**src/rtl/div_core_arbiter.sv**
```systemverilog
// div_core_arbiter: shares one iterative unsigned divider between NUM_REQ
// requesters. Round-robin grant in IDLE, operands held in registers while the
// divider runs, result returned to the owner with a valid/ack handshake.
module div_core_arbiter #(
  parameter  int NUM_REQ   = 2,
  parameter  int DIV_WIDTH = 32,
  localparam int CW        = $clog2(DIV_WIDTH),
  localparam int OW        = (NUM_REQ > 1) ? $clog2(NUM_REQ) : 1
) (
  input  logic                      clk,
  input  logic                      rst,
  input  logic                      flush,
  input  logic [NUM_REQ-1:0]        req_valid,
  output logic [NUM_REQ-1:0]        req_ready,
  input  logic [NUM_REQ*DIV_WIDTH-1:0] req_dividend,
  input  logic [NUM_REQ*DIV_WIDTH-1:0] req_divisor,
  input  logic [NUM_REQ*CW-1:0]     req_dividend_clz,
  input  logic [NUM_REQ*CW-1:0]     req_divisor_clz,
  input  logic [NUM_REQ-1:0]        req_divisor_is_zero,
  output logic [NUM_REQ-1:0]        rsp_valid,
  output logic [DIV_WIDTH-1:0]      rsp_quotient,
  output logic [DIV_WIDTH-1:0]      rsp_remainder,
  input  logic [NUM_REQ-1:0]        rsp_ack,
  output logic                      div_start,
  output logic [DIV_WIDTH-1:0]      div_dividend,
  output logic [DIV_WIDTH-1:0]      div_divisor,
  output logic [CW-1:0]             div_dividend_clz,
  output logic [CW-1:0]             div_divisor_clz,
  output logic                      div_divisor_is_zero,
  input  logic                      div_done,
  input  logic [DIV_WIDTH-1:0]      div_quotient,
  input  logic [DIV_WIDTH-1:0]      div_remainder
);

  typedef enum logic [2:0] {S_IDLE, S_START, S_BUSY, S_RESP, S_DRAIN} state_e;

  state_e               state_q, state_d;
  logic [OW-1:0]        rr_ptr_q, owner_q;
  logic [DIV_WIDTH-1:0] dvd_q, dvs_q, quo_q, rem_q;
  logic [CW-1:0]        dvd_clz_q, dvs_clz_q;
  logic                 dz_q;

  logic                 hi_found, lo_found, grant_found;
  logic [OW-1:0]        hi_idx, lo_idx, grant_idx, rr_next;
  logic [NUM_REQ-1:0]   gnt_oh;
  logic                 accept, latch_rsp;
  logic [DIV_WIDTH-1:0] sel_dvd, sel_dvs;
  logic [CW-1:0]        sel_dvd_clz, sel_dvs_clz;
  logic                 sel_dz;

  // Round-robin pick: lowest valid index at/after rr_ptr, else lowest valid overall.
  // Descending scan so the last hit is the lowest index.
  always_comb begin
    hi_found = 1'b0;
    lo_found = 1'b0;
    hi_idx   = '0;
    lo_idx   = '0;
    for (int i = NUM_REQ-1; i >= 0; i--) begin
      if (req_valid[i]) begin
        lo_found = 1'b1;
        lo_idx   = OW'(i);
        if (i >= int'(rr_ptr_q)) begin
          hi_found = 1'b1;
          hi_idx   = OW'(i);
        end
      end
    end
    grant_found = hi_found | lo_found;
    grant_idx   = hi_found ? hi_idx : lo_idx;
    rr_next     = (grant_idx == OW'(NUM_REQ-1)) ? '0 : grant_idx + OW'(1);
  end

  // Operand mux for the candidate requester and one-hot form of its index.
  always_comb begin
    sel_dvd     = '0;
    sel_dvs     = '0;
    sel_dvd_clz = '0;
    sel_dvs_clz = '0;
    sel_dz      = 1'b0;
    gnt_oh      = '0;
    for (int i = 0; i < NUM_REQ; i++) begin
      if (grant_idx == OW'(i)) begin
        gnt_oh[i]   = 1'b1;
        sel_dvd     = req_dividend[i*DIV_WIDTH +: DIV_WIDTH];
        sel_dvs     = req_divisor[i*DIV_WIDTH +: DIV_WIDTH];
        sel_dvd_clz = req_dividend_clz[i*CW +: CW];
        sel_dvs_clz = req_divisor_clz[i*CW +: CW];
        sel_dz      = req_divisor_is_zero[i];
      end
    end
  end

  // Result valid goes only to the owner while in RESP.
  always_comb begin
    rsp_valid = '0;
    for (int i = 0; i < NUM_REQ; i++)
      rsp_valid[i] = (state_q == S_RESP) && (owner_q == OW'(i));
  end

  // FSM next state and handshake outputs; flush outranks every other event.
  always_comb begin
    state_d   = state_q;
    req_ready = '0;
    div_start = 1'b0;
    accept    = 1'b0;
    latch_rsp = 1'b0;
    case (state_q)
      S_IDLE: begin
        if (!flush && !rst && grant_found) req_ready = gnt_oh;
        accept = |(req_ready & req_valid);
        if (accept) state_d = S_START;
      end
      S_START: begin
        if (flush) state_d = S_IDLE;
        else begin
          div_start = 1'b1;
          state_d   = S_BUSY;
        end
      end
      S_BUSY: begin
        // div_core cannot abort: a flush before completion must drain it.
        if (flush) state_d = div_done ? S_IDLE : S_DRAIN;
        else if (div_done) begin
          latch_rsp = 1'b1;
          state_d   = S_RESP;
        end
      end
      S_RESP: begin
        if (flush || (|(rsp_ack & rsp_valid))) state_d = S_IDLE;
      end
      S_DRAIN: begin
        if (div_done) state_d = S_IDLE;
      end
      default: state_d = S_IDLE;
    endcase
  end

  // State, round-robin pointer, owner, operand hold and result registers.
  always_ff @(posedge clk) begin
    if (rst) begin
      state_q   <= S_IDLE;
      rr_ptr_q  <= '0;
      owner_q   <= '0;
      dvd_q     <= '0;
      dvs_q     <= '0;
      dvd_clz_q <= '0;
      dvs_clz_q <= '0;
      dz_q      <= 1'b0;
      quo_q     <= '0;
      rem_q     <= '0;
    end else begin
      state_q <= state_d;
      if (accept) begin
        owner_q   <= grant_idx;
        rr_ptr_q  <= rr_next;
        dvd_q     <= sel_dvd;
        dvs_q     <= sel_dvs;
        dvd_clz_q <= sel_dvd_clz;
        dvs_clz_q <= sel_dvs_clz;
        dz_q      <= sel_dz;
      end
      if (latch_rsp) begin
        quo_q <= div_quotient;
        rem_q <= div_remainder;
      end
    end
  end

  assign rsp_quotient        = quo_q;
  assign rsp_remainder       = rem_q;
  assign div_dividend        = dvd_q;
  assign div_divisor         = dvs_q;
  assign div_dividend_clz    = dvd_clz_q;
  assign div_divisor_clz     = dvs_clz_q;
  assign div_divisor_is_zero = dz_q;

endmodule

```
**config.mk**
```make
export PLATFORM = sky130hd
export DESIGN_NAME = div_core_arbiter
export DESIGN_NICKNAME = d
export VERILOG_FILES = /design/src/rtl/div_core_arbiter.sv
export SDC_FILE = /design/constraint.sdc
export NUM_CORES = 1
export LEC_CHECK = 0
export CAP_MARGIN = 15
export CORE_AREA = 2 2 140 142
export DETAILED_ROUTE_END_ITERATION = 10
export DIE_AREA = 0 0 142 144
export PLACE_DENSITY = 0.75
export SLEW_MARGIN = 20
export SYNTH_ARGS = -nofsm -noshare
export SYNTH_HDL_FRONTEND = slang
export SYNTH_SLANG_ARGS = --single-unit
```
**constraint.sdc**
```tcl
create_clock -name clk -period 1.41 [get_ports clk]
set_input_delay 0.282 -clock clk [delete_from_list [all_inputs] [get_ports clk]]
set_output_delay 0.282 -clock clk [all_outputs]
set_load 0.05 [all_outputs]
```
==> results.cfg <==
[synth]
synthCells = 717
synth_edf_count = 0
ys_warn_count = 0
synth_area_um2 = 6006
synth_fp_nets = 939
synth_top_area_share_pct = 48.00
synth-seq-area-share_pct = 48.00
yosysTopAreaCell = dfxtp_1
synth_area_leaders = dfxtp_1 (48%), nand2_1 (14%), a311oi_2 (11%), a21oi_1 (5.5%), nand3_1 (5.3%)
ys.flop_type = dfxtp_1
ys_seq_elements = 144
synth_most_common_cell = nand2_1
synth_cell_types = 31
avgSynthCellArea_um2 = 8.376
synth_common_cells = nand2_1 (227), dfxtp_1 (144), a21oi_1 (66)
async_flop_share_pct = 0

[clocking]
cts-buffers-inserted = 17
h-tree-depth = 4
clkSinkCount = 144
cts_max_path_buffers = 2
clock_latency_ps = 420
cts_root_buffer = clkbuf_16
ctsHoldBuffers = 0
cts_tree = done
clk_pin_slew_ps = 50

[route]
antenna_left = 0
top_layer_used = met5
dr_wl_met3_mm = 1.975
dr_wl_met2_mm = 15.80
drt-total-wl_mm = 29.98
vias = 7373
drt-met1-wl_mm = 10.74
vias_per_cell = 5.237
drc = 0
drt_iter0_drc = 351
wire_per_inst_um = 21.29
dr.pass1.iters = 6

[layout]
post-route-util_pct = 76.25
nets = 1378
layout-drive-gt1-share_pct = 50.17
nFillCells = 1089
area_growth_pct = 142.3
final_cells = 1408

[sta]
relSlewSlack_pct = 46.31
finalSetupViolCount = 148
rsz0062_at_grt = true
period_share_pct = 127.1
finalMaxSlewViolations = 0
layout_setup_ws_ps = -381.8
fin_crit_ps = 1792
hold_viol_final = 0
worstMarginPinSlew_ps = 805.4
skew_ps = 12.84
timing.fmax_ghz = 0.5581

[setup_path]
cp_max_fo = 3
critPathArrivalTime_ps = 1510
cpMaxStageDelayCell = dfxtp_4
crit_family = simple AND/OR/NAND/NOR gates
startpoint = state_q[2]$_SDFFE_PP0P_
r2r-end = rsp_quotient[10]$_SDFFE_PP0P_
crit_type = flip-flop to output pin
slowest_delay_ps = 360
cp-start-kind = flip-flop
worst_r2r_path_depth = 9
regToRegStartpoint = state_q[2]$_SDFFE_PP0P_
critPathBufInv = 2
endpoint_kind = output pin
rrSetupSlack_ps = -380
critPathRequiredTime_ps = 1130
path_cells = buf_6 > or2_4 > nor3b_4 > buf_12

[grt]
grt_antenna_before_repair = 2
grt_max_degree = 50
grt_overflow = 0
grt_pass1_wl_mm = 42.04
grt_util_all_layers_pct = 26.76
grt_pass1_vias = 7512

[hold_path]
hold_class = input port to flip-flop
hold_end = rr_ptr_q$_SDFFE_PP0P_
min_from = rst
min_path_cells = 2

[floorplan]
die_h_um = 144
io_pins = 366
start_util_pct = 31.48
num_rows = 51
core-area_um2 = 19080
die_area_um2 = 20450
fp.dieW_um = 142

[pwr]
power.internal_w = 0.008655
sw_frac_of_total_pct = 31.50
ir_drop_mv = 0.7506
leakagePower_nw = 5.667
comb_power_share_pct = 30.8
netSwitchingPower_w = 0.003979
power_density_nw_per_um2 = 868.4
power_frac_clock_pct = 33.1
p_seq_share_pct = 36.1

[status]
violations = setup timing
status = complete, but fails checks

[placed_design]
dp_hpwl_mm = 16.64
place_congestion = 0.8234
place_ws_ps = -490.7
port_buffers = 365
dp.cells = 1297

[run]
max-cap-violations = 0
how the worst max path moves through the flow:
stage,to,slack (ps),depth (start not counted)
6_report,div_start,-380,4
5_1_grt,rsp_quotient[10]$_SDFFE_PP0P_,-460,9
4_1_cts,div_start,-400,4
3_5_place_dp,div_divisor[13]$_SDFFE_PP0P_,-490,6
3_3_place_gp,div_dividend[5]$_SDFFE_PP0P_,-450,6
2_1_floorplan,div_start,-50,3
flip-flops by register name, summed over array words and instances (netlist names):
name,count
div_dividend,32
rsp_remainder,32
div_divisor,32
state_q,3
div_divisor_is_zero,1
rsp_quotient,32
owner_q,1
rr_ptr_q,1
div_divisor_clz,5
div_dividend_clz,5
cell usage in the layout (no fill, tap or decap), types with 9 or more instances in the layout:
| master | netlist | final |
|---|---|---|
| a21oi_2 | 0 | 61 |
| dfxtp_1 | 144 | 141 |
| nand2_2 | 1 | 34 |
| buf_12 | 0 | 168 |
| nor2_1 | 48 | 17 |
| nor2_2 | 0 | 28 |
| a22oi_2 | 0 | 22 |
| nand3_2 | 0 | 9 |
| nand3_1 | 64 | 52 |
| nand2_4 | 0 | 67 |
| nand3b_1 | 10 | 10 |
| clkdlybuf4s50_1 | 0 | 217 |
| buf_4 | 4 | 36 |
| clkbuf_16 | 0 | 18 |
| nand2_1 | 227 | 127 |
| buf_16 | 0 | 18 |
| buf_6 | 8 | 36 |
| a311oi_2 | 44 | 44 |
power groups by stage:
stage	Clock, W	Combinational (W)	Sequential (W)
after global routing	0.00442	0.00405	0.00458
after detailed placement	0	0.00320	0.00461
after global placement	0	0.00317	0.00460
after floorplan	0	0.000768	0.00519
final	0.00418	0.00389	0.00456
after CTS	0.00418	0.00381	0.00454
through the flow:
step           power (W)  hold slack [ps]  area, um^2  setup TNS [ps]
2_1_floorplan   0.005957            365.1        6086           -1519
3_3_place_gp    0.007770            478.6       11540          -58130
3_5_place_dp    0.007808            484.1       11540          -62480
4_1_cts          0.01253            95.20       14070          -42490
5_1_grt          0.01305            106.7       14550          -40750
6_report         0.01263            104.3       14550          -31620
final cells by class:
type | count | area (um^2) | share of cell area [%]
timing repair buffer | 483 | 6814 | 46.84
inverter | 1 | 3.754 | 0.02580
sequential | 144 | 2894 | 19.89
clock buffer | 19 | 442.9 | 3.044
antenna | 2 | 5.005 | 0.03440
tap | 238 | 297.8 | 2.047
clock inverter | 12 | 85.08 | 0.5848
multi-input combinational | 509 | 4006 | 27.54
logic make-up (layout without fill, tap and decap cells):
| family | after synthesis | after routing | synth area share (%) |
|---|---|---|---|
| AOI/OAI and AO/OA | 140 | 140 | 20.25 |
| muxes | 2 | 2 | 0.3542 |
| DFF | 144 | 144 | 48.00 |
| buffers and inverters | 66 | 515 | 5.771 |
| and+or+nand+nor | 365 | 367 | 25.63 |
| other | 0 | 2 | 0 |
layer usage:
metal  vias up  track usage [%]
li1       3365                -
met1      3576            29.54
met2       332            48.05
met3        98            7.781
met4         2            11.32
met5         -                0
repair_timing:
item,in CTS,in global routing
hold endpoints to repair,0,0
setup buffers,53,14
setup endpoints to repair,144,148
pin swaps,109,131
cloned,28,1
resized for setup,231,181
No activity file was read; power rests on OpenSTA's default activity.
